**config.mk**
```make
export PLATFORM = sky130hd
export DESIGN_NAME = debug_unit_ctrl
export DESIGN_NICKNAME = d
export VERILOG_FILES = /design/src/rtl/debug_pkg.sv /design/src/rtl/du_word_serializer.sv /design/src/rtl/debug_unit_ctrl.sv
export SDC_FILE = /design/constraint.sdc
export NUM_CORES = 1
export LEC_CHECK = 0
export ABC_AREA = 1
export BUFFER_PORTS_ARGS = -buffer_cell sky130_fd_sc_hd__buf_4
export CORE_ASPECT_RATIO = 0.9
export CORE_MARGIN = 3
export CORE_UTILIZATION = 50
export CTS_CLUSTER_SIZE = 20
export DETAILED_ROUTE_END_ITERATION = 8
export GPL_TIMING_DRIVEN = 0
export PLACE_DENSITY = 0.75
export SLEW_MARGIN = 20
export SYNTH_ARGS = -nofsm -noshare
export SYNTH_HDL_FRONTEND = slang
export SYNTH_SLANG_ARGS = --single-unit
```
**constraint.sdc**
```tcl
create_clock -name i_clk -period 3.1 [get_ports i_clk]
set_clock_uncertainty 0.15 [all_clocks]
set_input_delay 0.31 -clock i_clk [delete_from_list [all_inputs] [get_ports i_clk]]
set_output_delay 0.31 -clock i_clk [all_outputs]
set_load 0.01 [all_outputs]
```
**src/rtl/debug_pkg.sv**
```systemverilog
// Shared constants for the host-side debug controller: FSM state codes,
// command/response bytes and the default HALT instruction word.
package debug_pkg;

    localparam logic [3:0] ST_IDLE       = 4'd0;
    localparam logic [3:0] ST_LOAD_BYTE  = 4'd1;
    localparam logic [3:0] ST_LOAD_WRITE = 4'd2;
    localparam logic [3:0] ST_RUN        = 4'd3;
    localparam logic [3:0] ST_STEP       = 4'd4;
    localparam logic [3:0] ST_D_SETUP    = 4'd5;
    localparam logic [3:0] ST_D_CAPTURE  = 4'd6;
    localparam logic [3:0] ST_D_SEND     = 4'd7;
    localparam logic [3:0] ST_D_WAIT     = 4'd8;

    localparam logic [7:0] CMD_LOAD = 8'h4C;
    localparam logic [7:0] CMD_RUN  = 8'h52;
    localparam logic [7:0] CMD_STEP = 8'h53;
    localparam logic [7:0] ACK_BYTE = 8'h06;
    localparam logic [7:0] ERR_BYTE = 8'hEE;

    localparam logic [31:0] HALT_WORD_DEF = 32'hFC00_0000;

    // Shift a received byte into the low end of a word (MSB-first assembly).
    function automatic logic [31:0] push_byte(input logic [31:0] word, input logic [7:0] b);
        return {word[23:0], b};
    endfunction

endpackage

```
**src/rtl/du_word_serializer.sv**
```systemverilog
// Sends one 32-bit word as 4 MSB-first bytes over a start/done transmitter
// handshake; only one byte is ever outstanding. Pulses o_done after the
// 4th byte has been acknowledged.
module du_word_serializer
    import debug_pkg::*;
(
    input  logic        i_clk,
    input  logic        i_reset,
    input  logic        i_start,
    input  logic [31:0] i_word,
    input  logic        i_tx_done,
    output logic [7:0]  o_tx_data,
    output logic        o_tx_start,
    output logic        o_done
);

    logic [3:0]  state_q, state_d;
    logic [31:0] word_q, word_d;
    logic [1:0]  cnt_q, cnt_d;
    logic [7:0]  tx_data_q, tx_data_d;
    logic        tx_start_q, tx_start_d;
    logic        done_q, done_d;

    // Next-state: latch the word on start, then alternate send/wait per byte.
    always_comb begin
        state_d    = state_q;
        word_d     = word_q;
        cnt_d      = cnt_q;
        tx_data_d  = tx_data_q;
        tx_start_d = 1'b0;
        done_d     = 1'b0;
        case (state_q)
            ST_IDLE: begin
                if (i_start) begin
                    word_d  = i_word;
                    cnt_d   = 2'd0;
                    state_d = ST_D_SEND;
                end else begin
                    state_d = ST_IDLE;
                end
            end
            ST_D_SEND: begin
                tx_start_d = 1'b1;
                tx_data_d  = word_q[31:24];
                word_d     = {word_q[23:0], 8'h00};
                state_d    = ST_D_WAIT;
            end
            ST_D_WAIT: begin
                if (i_tx_done) begin
                    if (cnt_q == 2'd3) begin
                        done_d  = 1'b1;
                        state_d = ST_IDLE;
                    end else begin
                        cnt_d   = cnt_q + 2'd1;
                        state_d = ST_D_SEND;
                    end
                end else begin
                    state_d = ST_D_WAIT;
                end
            end
            default: state_d = ST_IDLE;
        endcase
    end

    // State and registered handshake outputs.
    always_ff @(posedge i_clk or negedge i_reset) begin
        if (!i_reset) begin
            state_q    <= ST_IDLE;
            word_q     <= 32'd0;
            cnt_q      <= 2'd0;
            tx_data_q  <= 8'd0;
            tx_start_q <= 1'b0;
            done_q     <= 1'b0;
        end else begin
            state_q    <= state_d;
            word_q     <= word_d;
            cnt_q      <= cnt_d;
            tx_data_q  <= tx_data_d;
            tx_start_q <= tx_start_d;
            done_q     <= done_d;
        end
    end

    assign o_tx_data  = tx_data_q;
    assign o_tx_start = tx_start_q;
    assign o_done     = done_q;

endmodule

```
**src/rtl/debug_unit_ctrl.sv**
```systemverilog
// Host-side debug controller: decodes UART commands, loads instruction
// memory, runs or single-steps the pipeline and dumps registers plus the
// first data-memory words back over the UART transmitter.
module debug_unit_ctrl
    import debug_pkg::*;
#(
    parameter int                  NB_DATA        = 32,
    parameter int                  IMEM_WORDS     = 64,
    parameter int                  DUMP_MEM_WORDS = 16,
    parameter logic [NB_DATA-1:0]  HALT_WORD      = HALT_WORD_DEF
) (
    input  logic               i_clk,
    input  logic               i_reset,
    input  logic [7:0]         i_rx_data,
    input  logic               i_rx_valid,
    output logic [7:0]         o_tx_data,
    output logic               o_tx_start,
    input  logic               i_tx_done,
    output logic [NB_DATA-1:0] o_du_data,
    output logic [NB_DATA-1:0] o_du_inst_addr_wr,
    output logic               o_du_write_en,
    output logic               o_du_read_en,
    output logic [NB_DATA-1:0] o_du_reg_addr,
    output logic [NB_DATA-1:0] o_du_mem_addr,
    input  logic               i_du_halt,
    input  logic [NB_DATA-1:0] i_du_regs_mem_data,
    input  logic [NB_DATA-1:0] i_du_mem_data,
    output logic               o_busy
);

    localparam logic [31:0] IMEM_BYTES = 32'(IMEM_WORDS * 4);
    localparam logic [7:0]  LAST_ITEM  = 8'(32 + DUMP_MEM_WORDS - 1);

    logic [3:0]  state_q, state_d;
    logic [1:0]  byte_cnt_q, byte_cnt_d;
    logic [31:0] word_q, word_d;
    logic [31:0] load_addr_q, load_addr_d;
    logic [7:0]  item_q, item_d;
    logic [31:0] du_data_q, du_data_d;
    logic [31:0] inst_addr_q, inst_addr_d;
    logic        write_en_q, write_en_d;
    logic [31:0] reg_addr_q, reg_addr_d;
    logic [31:0] mem_addr_q, mem_addr_d;
    logic        tx_start_q, tx_start_d;
    logic [7:0]  tx_data_q, tx_data_d;

    logic        ser_start_s;
    logic [31:0] ser_word_s;
    logic [7:0]  ser_tx_data_s;
    logic        ser_tx_start_s;
    logic        ser_done_s;

    // Items 0..31 are registers; the rest come from data memory.
    assign ser_word_s = (item_q < 8'd32) ? i_du_regs_mem_data : i_du_mem_data;

    // Command decode, load sequencing, run/step control and dump item walk.
    always_comb begin
        state_d     = state_q;
        byte_cnt_d  = byte_cnt_q;
        word_d      = word_q;
        load_addr_d = load_addr_q;
        item_d      = item_q;
        du_data_d   = du_data_q;
        inst_addr_d = inst_addr_q;
        write_en_d  = 1'b0;
        reg_addr_d  = reg_addr_q;
        mem_addr_d  = mem_addr_q;
        tx_start_d  = 1'b0;
        tx_data_d   = tx_data_q;
        ser_start_s = 1'b0;
        case (state_q)
            ST_IDLE: begin
                if (i_rx_valid) begin
                    if (i_rx_data == CMD_LOAD) begin
                        byte_cnt_d  = 2'd0;
                        word_d      = 32'd0;
                        load_addr_d = 32'd0;
                        state_d     = ST_LOAD_BYTE;
                    end else if (i_rx_data == CMD_RUN) begin
                        state_d = ST_RUN;
                    end else if (i_rx_data == CMD_STEP) begin
                        state_d = ST_STEP;
                    end else begin
                        state_d = ST_IDLE;
                    end
                end else begin
                    state_d = ST_IDLE;
                end
            end
            ST_LOAD_BYTE: begin
                if (i_rx_valid) begin
                    word_d     = push_byte(word_q, i_rx_data);
                    byte_cnt_d = byte_cnt_q + 2'd1;
                    if (byte_cnt_q == 2'd3) begin
                        du_data_d   = push_byte(word_q, i_rx_data);
                        inst_addr_d = load_addr_q;
                        write_en_d  = 1'b1;
                        state_d     = ST_LOAD_WRITE;
                    end else begin
                        state_d = ST_LOAD_BYTE;
                    end
                end else begin
                    state_d = ST_LOAD_BYTE;
                end
            end
            ST_LOAD_WRITE: begin
                load_addr_d = load_addr_q + 32'd4;
                if (du_data_q == HALT_WORD) begin
                    tx_start_d = 1'b1;
                    tx_data_d  = ACK_BYTE;
                    state_d    = ST_IDLE;
                end else if (load_addr_q + 32'd4 >= IMEM_BYTES) begin
                    tx_start_d = 1'b1;
                    tx_data_d  = ERR_BYTE;
                    state_d    = ST_IDLE;
                end else begin
                    state_d = ST_LOAD_BYTE;
                end
            end
            ST_RUN: begin
                if (i_du_halt) begin
                    item_d  = 8'd0;
                    state_d = ST_D_SETUP;
                end else begin
                    state_d = ST_RUN;
                end
            end
            ST_STEP: begin
                item_d  = 8'd0;
                state_d = ST_D_SETUP;
            end
            ST_D_SETUP: begin
                if (item_q < 8'd32) begin
                    reg_addr_d = {24'd0, item_q};
                end else begin
                    mem_addr_d = {22'd0, item_q - 8'd32, 2'b00};
                end
                state_d = ST_D_CAPTURE;
            end
            ST_D_CAPTURE: begin
                ser_start_s = 1'b1;
                state_d     = ST_D_SEND;
            end
            ST_D_SEND: begin
                if (ser_done_s) begin
                    if (item_q == LAST_ITEM) begin
                        state_d = ST_IDLE;
                    end else begin
                        item_d  = item_q + 8'd1;
                        state_d = ST_D_SETUP;
                    end
                end else begin
                    state_d = ST_D_SEND;
                end
            end
            default: state_d = ST_IDLE;
        endcase
    end

    // State, load bookkeeping and registered pipeline/UART outputs.
    always_ff @(posedge i_clk or negedge i_reset) begin
        if (!i_reset) begin
            state_q     <= ST_IDLE;
            byte_cnt_q  <= 2'd0;
            word_q      <= 32'd0;
            load_addr_q <= 32'd0;
            item_q      <= 8'd0;
            du_data_q   <= 32'd0;
            inst_addr_q <= 32'd0;
            write_en_q  <= 1'b0;
            reg_addr_q  <= 32'd0;
            mem_addr_q  <= 32'd0;
            tx_start_q  <= 1'b0;
            tx_data_q   <= 8'd0;
        end else begin
            state_q     <= state_d;
            byte_cnt_q  <= byte_cnt_d;
            word_q      <= word_d;
            load_addr_q <= load_addr_d;
            item_q      <= item_d;
            du_data_q   <= du_data_d;
            inst_addr_q <= inst_addr_d;
            write_en_q  <= write_en_d;
            reg_addr_q  <= reg_addr_d;
            mem_addr_q  <= mem_addr_d;
            tx_start_q  <= tx_start_d;
            tx_data_q   <= tx_data_d;
        end
    end

    du_word_serializer u_ser (
        .i_clk      (i_clk),
        .i_reset    (i_reset),
        .i_start    (ser_start_s),
        .i_word     (ser_word_s),
        .i_tx_done  (i_tx_done),
        .o_tx_data  (ser_tx_data_s),
        .o_tx_start (ser_tx_start_s),
        .o_done     (ser_done_s)
    );

    // Ack/error bytes and dump bytes never overlap, so a plain merge suffices.
    assign o_tx_start = tx_start_q | ser_tx_start_s;
    assign o_tx_data  = ser_tx_start_s ? ser_tx_data_s : tx_data_q;

    // Run enable drops in the very cycle halt is seen.
    assign o_du_read_en      = ((state_q == ST_RUN) || (state_q == ST_STEP)) && !i_du_halt;
    assign o_du_data         = du_data_q;
    assign o_du_inst_addr_wr = inst_addr_q;
    assign o_du_write_en     = write_en_q;
    assign o_du_reg_addr     = reg_addr_q;
    assign o_du_mem_addr     = mem_addr_q;
    assign o_busy            = (state_q != ST_IDLE);

endmodule

```
## After elaboration in Yosys (flattened, before gate mapping)

Cells that the tools add are included.

- Register bits: 208
- Latch bits: 0
- Bits in writable memories: 0
- Bits in read-only memories: 0
- Bits of input ports: 77
- Output and inout bits: 140
- Memories kept: 0

- $add $sub $neg: 5
- Multiply operators: 0
- Divide/modulo/power cells: 0
- $lt $le $gt $ge: 2
- Eq/ne operators: 25
- Shifts and indexed selects: 0
- Muxes and demuxes: 50
- Bitwise operators: 2
- Reduce and logical (&&, ||, !) cells: 21

Operators with widths:

| kind | number |
|---|---|
| two-way mux 32 bit | 4 |
| case mux 32 bit (2 select lines) | 2 |
| two-way mux 8 bit | 6 |
| case mux 24 bit (2 select lines) | 1 |
| adder 32 x 3 -> 32 bit, second input constant | 1 |
| equality test 32 bit, second input constant | 1 |
| >= comparator 32 x 9 -> 1 bit, second input constant | 1 |
| case mux 4 bit (8 select lines) | 1 |
| equality test 8 x 7 -> 1 bit, second input constant | 3 |
| two-way mux 24 bit | 1 |
| case mux 8 bit (3 select lines) | 1 |
| two-way mux 3 bit | 7 |
| equality test 4 x 3 -> 1 bit, second input constant | 5 |
| two-way mux 4 bit | 4 |
| inequality test 2 bit, second input constant | 8 |
| two-way mux 2 bit | 7 |
| two-way mux 1 bit | 13 |
| case mux 4 bit (3 select lines) | 1 |
| AND reduction 4 bit | 3 |
| nonzero test 2 bit | 5 |
| adder 8 x 1 -> 8 bit, second input constant | 1 |
| equality test 4 x 2 -> 1 bit, second input constant | 2 |
| equality test 8 x 6 -> 1 bit, second input constant | 1 |
| logical NOT 4 bit | 2 |
| other kinds (17) | 24 |

## Depth between registers and ports, before layout

- Depth after elaboration: 6
- Depth in mapped cells: 16

## By module

A second synthesis with hierarchy kept.

- Cell total of the unflattened synthesis: 1302
- Area, all modules: 9823.2 µm²

By module, submodules not included:

| module | times used | cells each | area each (µm²) | seq. area each (µm²) |
|---|---|---|---|---|
| debug_unit_ctrl | 1 | 1026 | 7752.4 | 3728.6 |
| du_word_serializer | 1 | 276 | 2070.7 | 1151.1 |

## Worst setup path before layout

OpenSTA, ideal clock, no wires.

- Path kind: register -> register
- Start: register load_addr_q[3]
- End: register tx_data_q[2]
- Arrival time: 1.675 ns
- Path slack: 1.158 ns
- Cell stages (with the launch flop): 13
- Path buffers: 0
- Clock period less this slack: 1.942 ns
- Cells stage by stage: dfrtp_1 -> ha_1 -> nand2_1 -> nor2_2 -> nand3_2 -> nor2_4 -> nand2_1 -> xor2_1 -> nand3_2 -> nor2_4 -> nand3_2 -> nand2_2 -> nand2_1

- Word-level cells in the longest chain between the ends: 4

RTL lines:

| what | RTL line | source |
|---|---|---|
| start, declared | debug_unit_ctrl.sv:37 | `logic [31:0] load_addr_q, load_addr_d;` |
| start signal, assigned | debug_unit_ctrl.sv:179 | `load_addr_q <= load_addr_d;` |
| adder 32 x 3 -> 32 bit | debug_unit_ctrl.sv:112 | `end else if (load_addr_q + 32'd4 >= IMEM_BYTES) begin` |
| >= comparator 32 x 9 -> 1 bit | debug_unit_ctrl.sv:112 |  |
| nonzero test 2 bit (no source line) | -- |  |
| AND reduction 2 bit (no source line) | -- |  |
| end signal, assigned | debug_unit_ctrl.sv:187 | `tx_data_q <= tx_data_d;` |
| end, declared | debug_unit_ctrl.sv:45 | `logic [7:0] tx_data_q, tx_data_d;` |

Every way passes these cells.
A chain may end at the register's enable or synchronous reset.

## Worst setup path after layout

- Start: register item_q[7]
- End: register u_ser.word_q[26]

- Word-level cells in the longest chain between the ends: 4

RTL lines:

| what | RTL line | source |
|---|---|---|
| start, declared | debug_unit_ctrl.sv:38 | `logic [7:0] item_q, item_d;` |
| start signal, assigned | debug_unit_ctrl.sv:180 | `item_q <= item_d;` |
| < comparator 8 x 6 -> 1 bit | debug_unit_ctrl.sv:54 | `assign ser_word_s = (item_q < 8'd32) ? i_du_regs_mem_data : i_du_mem_data;` |
| two-way mux 32 bit | debug_unit_ctrl.sv:54 |  |
| two-way mux 32 bit | du_word_serializer.sv:34 | `if (i_start) begin` |
| case mux 32 bit (2 select lines) | du_word_serializer.sv:32 | `case (state_q)` |
| end signal, assigned | du_word_serializer.sv:76 | `word_q <= word_d;` |
| end, declared | du_word_serializer.sv:18 | `logic [31:0] word_q, word_d;` |

Every way passes these cells. The select of a mux whose other input is x is not followed.

==> out/qor.yml <==
met3_usage_pct: 5.47
cts_made_buffers: 17
grt_max_degree: 85
drt_pass1_iterations: 5
htreeDepth: 4
synth-simple-area-share_pct: 26.4
pre_cts_ws_ps: 579
max_freq_mhz: 394
synth_xor_area_share_pct: 1.07
post_drt_wl_per_cell_um: 14.6
dieHeight_um: 138
synth.top_cells.by_area: "dfrtp_1 50%, nand2_1 13%, nand3_1 5.6%, o21ai_0 5.5%, inv_1 4.6%"
fillers: 1611
ys_types: 38
p_sw_mw: 1.16
pwr-share-comb_pct: 5.1
synth.avg_cell_area_um2: 8.05
gr-total-overflow: 0
yosysTopAreaCell: "dfrtp_1"
p_clk_share_pct: 44.8
vdd_drop_max_mv: 0.362
via_count: 8537
grt_busiest_layer: "met2"
synth_top_family_by_area: "simple AND/OR/NAND/NOR gates"
yosysWarnings: 0
crit_type: "reg -> reg"
cp_cell_sequence: "inv_1 -> nand2_1 -> nor2_1 -> inv_1 -> clkbuf_1 -> nand2_1 -> nand3_1 -> o211ai_1 -> o21ai_0"
crit_required_ps: 3260
max_cap_violations: 0
drt_iter0_drc: 623
syn_area_um2: 9720
post_cts_resized: 0
layout_setup_ws_ps: 564
power.total_mw: 5.07
clk_pin_slew_worst_paths_ps: 70
seqPwrFrac_pct: 50.1
drt_wl_total_mm: 24.9
ctsLongestPathBuffers: 2
setup_tns_ps: 0
ys_seq_area_share_pct: 50.2
drive_above_1_share_pct: 21.1
synth_top_area_share_pct: 50.2
slew_violations: 0
die_x_um: 153
holdCritPathClass: "in -> reg"
antenna_found_initial: 0
grt_usage_pct: 23.6
io_pins: 217
cts_tree: "yes"
routabilityCongestion: 0.921
synth-edff-count: 0
dieArea_um2: 21200
ant_nets: 0
ys.flop_type: "dfrtp_1"
cts_setup_buffers: 0
syn_to_final_growth_pct: 25.8
synth_compound_area_share_pct: 10.6
start_util_pct: 51.8
hpwlAfterDp_mm: 18.8
synth-seq-cells: 195
viasPerCell: 4.99
run_status: "complete, no violations"
critical_path.max_fanout: 10
synthAdderAreaFrac_pct: 0.772
end_kind: "flip-flop"
synth_most_common_cell: "nand2_1"
arrival_ps: 2700
switching_share_pct: 22.9
internal-power_mw: 3.91
holdBufCountCts: 11
period_minus_slack_ps: 2540
grt_setup_unrepaired: "false"
cts_root_buf: "clkbuf_16"
drc: 0
synthTopCellsByCount: "333 x nand2_1, 195 x dfrtp_1, 120 x inv_1, 108 x nand3_1, 107 x o21ai_0"
p_leak_nw: 6.52
port_buffers: 165
cts_sinks: 195
synthMuxAreaShare_pct: 0
grt_pass1_vias: 8290
hold_viol: 0
grt_util_met1_pct: 32.6
synthCells: 1207
synth_async_sr_flop_share_pct: 100
min_period_over_period_pct: 81.8
fp.coreArea_um2: 18800
grt_use_met2_pct: 38.7
clock_latency_ps: 440
grt_pass1_wl_mm: 41.0
slowest_delay_ps: 530
tightest_slew_ps: 679
finalSetupViolCount: 0
slowest_stage: "nor2_1"
nets: 1536
worstSetupStartpointType: "flip-flop"
row_count: 47
power_density_nw_per_um2: 415
diodes: 0
relSlewSlack_pct: 54.6
path summary, 6_finish.rpt:
path                                       start          endpoint  slack (ps)  cells past startpoint
max                                    item_q[7]  u_ser.word_q[26]         560                      9
min                        i_du_regs_mem_data[7]   u_ser.word_q[7]          20                      3
max reg2reg                            item_q[7]  u_ser.word_q[26]         560                      9
min reg2reg                     u_ser.state_q[3]  u_ser.o_tx_start         300                      1
max in group asynchronous                i_reset    u_ser.cnt_q[1]        1530                      4
min in group asynchronous                i_reset  o_du_reg_addr[6]         210                      2
layout by cell type, fill, tap and decap left out, types with 5 or more instances in the layout:
master / instances
nor2_4: 9
buf_4: 215
ha_1: 6
nor2_2: 9
nor3_1: 9
buf_2: 7
clkbuf_1: 40
inv_6: 7
inv_2: 6
o31ai_1: 8
a21oi_1: 16
xor2_1: 9
o21ai_0: 107
nand2_1: 333
inv_1: 120
conb_1: 50
dfrtp_1: 195
nand3_1: 108
o211ai_1: 24
nor2_1: 82
clkbuf_16: 17
o22ai_1: 15
o21ai_1: 8
nand3_2: 5
dlygate4sd3_1: 11
nand4_1: 9
nand2_2: 12
worst max-delay path: cells and delay by family, from the launching register on:
family	cells	cell delay, ps
AND/OR/NAND/NOR	4	840
buffers and inverters	3	780
flip-flops	1	390
AO/OA/AOI/OAI	2	250
final cells by class:
cell class	count	area [um2]	area share (%)
clock inverters	14	163	1.33
multi-input cells	835	3970	32.4
well taps	245	307	2.51
plain buffers	99	582	4.76
flip-flops and latches	195	4880	39.9
inverters	127	478	3.91
clock buffers	18	439	3.59
repair buffers	178	1410	11.5
cells by family after synthesis:
logic type / Yosys count
AO/OA/AOI/OAI: 183
XOR/XNOR: 11
adder cells (fa/ha/maj): 6
buffers and inverters: 226
flip-flops: 195
other: 1
AND/OR/NAND/NOR: 585
routing by layer:
layer  vias up  share of wire (%)
met2       284                 48
li1       4279                  -
met5         -                  0
met1      3948                 44
met4         0                1.1
met3        26                6.6
power by group through the flow:
stage | clock (mW) | combinational, mW | sequential, mW
6_report | 2.27 | 0.259 | 2.54
5_1_grt | 2.41 | 0.288 | 2.54
4_1_cts | 2.30 | 0.260 | 2.54
3_5_place_dp | 0 | 0.248 | 2.59
3_3_place_gp | 0 | 0.237 | 2.59
2_1_floorplan | 0 | 0.0998 | 2.59
sequential cells by signal, summed over array words and instances, names as in the netlist, 3 cells and up:
register           flops
o_du_data             32
u_ser.word_q          32
load_addr_q           30
o_du_inst_addr_wr     30
word_q                24
item_q                 8
o_du_mem_addr          8
o_du_reg_addr          8
u_ser.o_tx_data        8
state_q                3
stage by stage:
step | instance area, um2 | hold slack [ps] | instances | utilization (%)
after global routing | 12200 | 18.5 | 1711 | 65.2
final | 12200 | 21.4 | 1711 | 65.2
after floorplan | 9910 | -136 | 1256 | -
after detailed placement | 11500 | 88.8 | 1668 | 61.4
after CTS | 12200 | 12.9 | 1711 | 65.2
after global placement | 11500 | 291 | 1666 | 61.0
No activity file was read; power rests on OpenSTA's default activity.
